$ cat src/rtl/alu_issue.sv
// Execute-stage ALU initiator: decodes a MIPS instruction into aluop/portA/portB (S1),
// then registers the ALU response with trap/illegal flags (S2) behind valid/ready handshakes.
package cpu_types_pkg;
    typedef enum logic [3:0] {
        ALU_SLL  = 4'd0,
        ALU_SRL  = 4'd1,
        ALU_ADD  = 4'd2,
        ALU_SUB  = 4'd3,
        ALU_AND  = 4'd4,
        ALU_OR   = 4'd5,
        ALU_XOR  = 4'd6,
        ALU_NOR  = 4'd7,
        ALU_SLT  = 4'd8,
        ALU_SLTU = 4'd9
    } aluop_t;
endpackage

module alu_issue
    import cpu_types_pkg::*;
(
    input  logic        CLK,
    input  logic        RST,
    input  logic        flush,
    input  logic        in_valid,
    output logic        in_ready,
    input  logic [5:0]  opcode,
    input  logic [5:0]  funct,
    input  logic [4:0]  shamt,
    input  logic [15:0] imm16,
    input  logic [31:0] rdat1,
    input  logic [31:0] rdat2,
    output aluop_t      aluop,
    output logic [31:0] portA,
    output logic [31:0] portB,
    input  logic [31:0] alu_out,
    input  logic        alu_zero,
    input  logic        alu_ovf,
    output logic        res_valid,
    input  logic        res_ready,
    output logic [31:0] res_data,
    output logic        res_zero,
    output logic        res_trap,
    output logic        res_illegal
);

    logic        s1_valid_q, s1_valid_d;
    aluop_t      s1_aluop_q, s1_aluop_d;
    logic [31:0] s1_porta_q, s1_porta_d;
    logic [31:0] s1_portb_q, s1_portb_d;
    logic        s1_trap_q, s1_trap_d;
    logic        s1_ill_q, s1_ill_d;

    logic        s2_valid_q, s2_valid_d;
    logic [31:0] s2_data_q, s2_data_d;
    logic        s2_zero_q, s2_zero_d;
    logic        s2_trap_q, s2_trap_d;
    logic        s2_ill_q, s2_ill_d;

    aluop_t      dec_aluop;
    logic [31:0] dec_porta, dec_portb;
    logic        dec_trap, dec_ill;
    logic [31:0] imm_sext, imm_zext;
    logic        s2_free, advance, accept;

    assign imm_sext = {{16{imm16[15]}}, imm16};
    assign imm_zext = {16'b0, imm16};

    // Unsupported encodings fall through as ADD 0+0 so they still produce a (zero) result.
    always_comb begin
        dec_aluop = ALU_ADD;
        dec_porta = 32'b0;
        dec_portb = 32'b0;
        dec_trap  = 1'b0;
        dec_ill   = 1'b0;
        case (opcode)
            6'h00: begin
                dec_porta = rdat1;
                dec_portb = rdat2;
                case (funct)
                    6'h00: begin dec_aluop = ALU_SLL; dec_porta = rdat2; dec_portb = {27'b0, shamt}; end
                    6'h02: begin dec_aluop = ALU_SRL; dec_porta = rdat2; dec_portb = {27'b0, shamt}; end
                    6'h20: begin dec_aluop = ALU_ADD; dec_trap = 1'b1; end
                    6'h21: dec_aluop = ALU_ADD;
                    6'h22: begin dec_aluop = ALU_SUB; dec_trap = 1'b1; end
                    6'h23: dec_aluop = ALU_SUB;
                    6'h24: dec_aluop = ALU_AND;
                    6'h25: dec_aluop = ALU_OR;
                    6'h26: dec_aluop = ALU_XOR;
                    6'h27: dec_aluop = ALU_NOR;
                    6'h2A: dec_aluop = ALU_SLT;
                    6'h2B: dec_aluop = ALU_SLTU;
                    default: begin
                        dec_ill   = 1'b1;
                        dec_porta = 32'b0;
                        dec_portb = 32'b0;
                    end
                endcase
            end
            6'h04, 6'h05: begin dec_aluop = ALU_SUB; dec_porta = rdat1; dec_portb = rdat2; end
            6'h08: begin dec_aluop = ALU_ADD;  dec_porta = rdat1; dec_portb = imm_sext; dec_trap = 1'b1; end
            6'h09: begin dec_aluop = ALU_ADD;  dec_porta = rdat1; dec_portb = imm_sext; end
            6'h0A: begin dec_aluop = ALU_SLT;  dec_porta = rdat1; dec_portb = imm_sext; end
            6'h0B: begin dec_aluop = ALU_SLTU; dec_porta = rdat1; dec_portb = imm_sext; end
            6'h0C: begin dec_aluop = ALU_AND;  dec_porta = rdat1; dec_portb = imm_zext; end
            6'h0D: begin dec_aluop = ALU_OR;   dec_porta = rdat1; dec_portb = imm_zext; end
            6'h0E: begin dec_aluop = ALU_XOR;  dec_porta = rdat1; dec_portb = imm_zext; end
            6'h0F: begin dec_aluop = ALU_SLL;  dec_porta = imm_zext; dec_portb = 32'd16; end
            default: dec_ill = 1'b1;
        endcase
    end

    assign s2_free  = !s2_valid_q || res_ready;
    assign advance  = s1_valid_q && s2_free;
    assign in_ready = !flush && (!s1_valid_q || s2_free);
    assign accept   = in_valid && in_ready;

    always_comb begin
        s1_valid_d = s1_valid_q;
        s1_aluop_d = s1_aluop_q;
        s1_porta_d = s1_porta_q;
        s1_portb_d = s1_portb_q;
        s1_trap_d  = s1_trap_q;
        s1_ill_d   = s1_ill_q;
        if (flush) begin
            s1_valid_d = 1'b0;
        end else if (accept) begin
            s1_valid_d = 1'b1;
            s1_aluop_d = dec_aluop;
            s1_porta_d = dec_porta;
            s1_portb_d = dec_portb;
            s1_trap_d  = dec_trap;
            s1_ill_d   = dec_ill;
        end else if (advance) begin
            s1_valid_d = 1'b0;
        end
    end

    // S2 captures the ALU response to whatever S1 is presenting this cycle.
    always_comb begin
        s2_valid_d = s2_valid_q;
        s2_data_d  = s2_data_q;
        s2_zero_d  = s2_zero_q;
        s2_trap_d  = s2_trap_q;
        s2_ill_d   = s2_ill_q;
        if (flush) begin
            s2_valid_d = 1'b0;
        end else if (advance) begin
            s2_valid_d = 1'b1;
            s2_data_d  = alu_out;
            s2_zero_d  = alu_zero;
            s2_trap_d  = alu_ovf && s1_trap_q;
            s2_ill_d   = s1_ill_q;
        end else if (res_ready) begin
            s2_valid_d = 1'b0;
        end
    end

    always_ff @(posedge CLK or posedge RST) begin
        if (RST) begin
            s1_valid_q <= 1'b0;
            s1_aluop_q <= ALU_SLL;
            s1_porta_q <= 32'b0;
            s1_portb_q <= 32'b0;
            s1_trap_q  <= 1'b0;
            s1_ill_q   <= 1'b0;
            s2_valid_q <= 1'b0;
            s2_data_q  <= 32'b0;
            s2_zero_q  <= 1'b0;
            s2_trap_q  <= 1'b0;
            s2_ill_q   <= 1'b0;
        end else begin
            s1_valid_q <= s1_valid_d;
            s1_aluop_q <= s1_aluop_d;
            s1_porta_q <= s1_porta_d;
            s1_portb_q <= s1_portb_d;
            s1_trap_q  <= s1_trap_d;
            s1_ill_q   <= s1_ill_d;
            s2_valid_q <= s2_valid_d;
            s2_data_q  <= s2_data_d;
            s2_zero_q  <= s2_zero_d;
            s2_trap_q  <= s2_trap_d;
            s2_ill_q   <= s2_ill_d;
        end
    end

    assign aluop       = s1_aluop_q;
    assign portA       = s1_porta_q;
    assign portB       = s1_portb_q;
    assign res_valid   = s2_valid_q;
    assign res_data    = s2_data_q;
    assign res_zero    = s2_zero_q;
    assign res_trap    = s2_trap_q;
    assign res_illegal = s2_ill_q;

endmodule
$ cat config.mk
export PLATFORM = sky130hd
export DESIGN_NAME = alu_issue
export DESIGN_NICKNAME = d
export VERILOG_FILES = /design/src/rtl/alu_issue.sv
export SDC_FILE = /design/constraint.sdc
export NUM_CORES = 1
export LEC_CHECK = 0
export ABC_AREA = 0
export BUFFER_PORTS_ARGS = -buffer_cell sky130_fd_sc_hd__buf_4
export CAP_MARGIN = 10
export CORE_MARGIN = 3
export CORE_UTILIZATION = 46
export CTS_CLUSTER_SIZE = 25
export DETAILED_ROUTE_END_ITERATION = 10
export GPL_ROUTABILITY_DRIVEN = 0
export PLACE_DENSITY = 0.88
export SLEW_MARGIN = 20
export SYNTH_ARGS = -nofsm -noshare
export SYNTH_HDL_FRONTEND = slang
export SYNTH_SLANG_ARGS = --single-unit
$ cat constraint.sdc
create_clock -name CLK -period 3.75 [get_ports CLK]
set_clock_uncertainty 0.15 [all_clocks]
set_input_delay 0.5625 -clock CLK [delete_from_list [all_inputs] [get_ports CLK]]
set_output_delay 0.5625 -clock CLK [all_outputs]
set_load 0.01 [all_outputs]
==> impl_results.md <==
* Pre-Repair DR Iteration Count at 8
* CTS Hold Bufs at 0
* Max Clk Rate at 0.416 GHz
* I/O Buffers at 240
* Yosys reg bits at ~110
* DP HPWL at about 12 mm
* Layout overhead on the synthesized area at 42.2%
* Via density at ~5.7
* Congestion Overflow GR at 0
* Leak pwr at approximately 3.2 nW
* Synth cell types at 38
* FF+latch area at roughly 2700 µm²
* RSZ-0062 raised after global routing: false
* Worst Hold Class: input pin to asynchronous set/reset pin
* Synth top area share at 55.3%
* Status: finished, final reports clean
* Proportion of layout cells with a drive suffix above 1 at between 40% and 50%
* Largest net degree at the start of global routing at 55
* CTS Buf Count at 9
* Root buf cell: clkbuf_8
* DR WL/cell at between 15 and 20 µm
* Max VDD drop at 0.182 mV
* DR DRC count at 0
* H-tree Lvls at 3
* DRT antenna net count at 0
* I/O pin count at about 240
* CTS max path bufs at 2
* Reg2Reg Depth at 5
* First DRT Iteration DRCs at 384
* CTS tree: built
* Vias at ~4,600
* Net switching power at between 0.0006 and 0.0007 W
* Core ar. at between 9000 and 10,000 µm²
* DIE WIDTH at between 100 and 150 µm
* Synth Net Count at around 590
* Pwr dens at 368 nW/µm²
* Fill count at 749
* Worst-Skew Late Latency at roughly 0.35 ns
* N_diodes at 0
* Area leader, netlist: dfrtp_1
* Most common cell in the netlist: dfrtp_1
* Area of the multi-input gates at about 1900 µm²
* Final min period at 2.41 ns
* Total Routed Length at between 15 and 20 mm
* Clock network power share at 28.2%
* Sequential share of the synthesized area at 55.3%
* Initial antenna violation count at 0
* Flop pwr share at about half
* Worst slew pin tran at 0.772 ns
* CTS sink count at 107
* Total Power at 0.00254 W
* Sw Share at a little over a quarter
* Synth warnings at 0
* Core Rows at 36
* Max_slew headroom at between 40% and 50%
* Fin nets at around 810
* Final setup fails at 0
* Gate power share at 20.9%
* Synth area leaders: dfrtp_1, mux2_2, nand2_1, o21ai_1, a22oi_1
* Die Y at approximately 110 µm
* Clock Pin Slew Worst Setup and Hold Paths at between 0.1 and 0.15 ns
* Type of the worst setup path: input pin to register
* Cells after synthesis at roughly 460
* Mapped cell area at around 4800 µm²
* Max-cap viol count at 0
* Number of global-route vias before repair at 4,630
* Setup Fix Bufs, Post-CTS at 0
* Synth top cells by count: dfrtp_1, nand2_1, o21ai_1
* Internal power at between 0.0015 and 0.002 W
* Final Hold Violating Endpoints at 0
* Post-CTS Resized at 0
* Post-synth EDFFs at 0
* Setup crit end kind: register
* Slew Limit Fails at 0
* First-pass GRT wire length at roughly 24 mm
* Mean Syn Cell Area at roughly 11 µm²
* Startpoint class of the critical path: input pin
* Starting Density at around 48%
* Setup TNS at 0 ns
* Synth async-reset ratio at 100%
* Die ar. at 11,800 µm²
* All-Layer GR Usage at a little over a quarter
* Top_reg_cell synth: dfrtp_1
* CP max FO at 32
* CP arrival at between 2 and 3 ns
* CP Data Required Time at 3.87 ns
* Fin crit share at between 60% and 70%
==> area by class of cell <==
type,instances,share of cell area (%)
Clock buffer,10,2.00
Timing Repair Buffer,247,27.3
Inverter,6,0.363
Tap cell,133,2.41
Clock inverter,5,0.890
Sequential cell,107,38.9
Multi-Input combinational cell,306,28.2
==> cells by family (layout without fill, tap and decap cells) <==
group                  count (synthesis)  count (layout)  synth area share [%]
multiplexers                          34              34                  7.90
AO/OA/AOI/OAI                        155             155                  20.8
flip-flops                           107             107                  55.3
buffers and inverters                 45             268                  5.01
AND/OR/NAND/NOR                      117             117                  11.1
==> stage by stage <==
step	cells	hold WS, ns	utilization [%]	instance area, µm²	setup slack, ns
floorplan	458	0.299	-	4850	0.220
global placement	799	0.312	66.9	6690	1.09
detailed placement	799	0.327	66.9	6690	0.958
CTS	814	0.155	68.9	6890	1.36
global route	814	0.182	68.9	6890	1.16
finish	814	0.145	68.9	6890	1.34
==> sequential cells by signal (all words and copies together) (netlist names) <==
name / count
s1_trap_q: 1
res_data: 32
s1_ill_q: 1
portB: 32
portA: 32
res_illegal: 1
res_valid: 1
res_trap: 1
aluop: 4
res_zero: 1
s1_valid_q: 1
==> placed cells by master, fill, tap and decap left out, drive strengths merged, types with 2 or more instances in the layout <==
cell type,n
buf,247
dfrtp,107
nand2,74
o21ai,66
mux2,34
a22oi,27
a21oi,23
a222oi,20
nor2,10
clkbuf,10
inv,8
nand3,6
nor3,5
a22o,5
nor2b,5
nand2b,4
and3b,3
nor3b,3
nor4,3
and2,2
a31oi,2
o31ai,2
a32o,2
clkinv,2
==> path summary, 6_finish.rpt <==
path	slack, ns	end	startpoint
hold reg to reg	0.34	portA[3]	portA[3]
hold / removal	0.15	res_data[21]	RST
setup / recovery	1.34	portB[31]	opcode[5]
setup reg to reg	1.53	aluop[2]	res_valid
max in group asynchronous	2.57	res_data[18]	RST
min in group CLK	0.23	res_valid	flush
==> power groups by stage <==
stage                     combinational (W)  sequential [W]  clock (W)
after floorplan                    0.000173         0.00135          0
after global placement             0.000517         0.00131          0
after detailed placement           0.000531         0.00132          0
after CTS                          0.000532         0.00129   0.000729
after global routing               0.000570         0.00130   0.000778
final                              0.000529         0.00129   0.000716
==> metal layers <==
| metal | track usage (%) | vias up | wire length [µm] |
|---|---|---|---|
| met5 | 0 | - | 0 |
| met4 | 9.11 | 0 | 284 |
| met3 | 9.24 | 24 | 2070 |
| met2 | 45.7 | 305 | 7780 |
| met1 | 29.7 | 2201 | 5680 |
| li1 | - | 2113 | - |
==> critical path, cell delays in order <==
cell     delay [ns]
buf_4          0.12
nor2_1         0.36
and3b_1        0.35
a32o_2         0.72
a21oi_1        0.14
o21ai_0        0.24
Power figures use the tool's default switching activity.
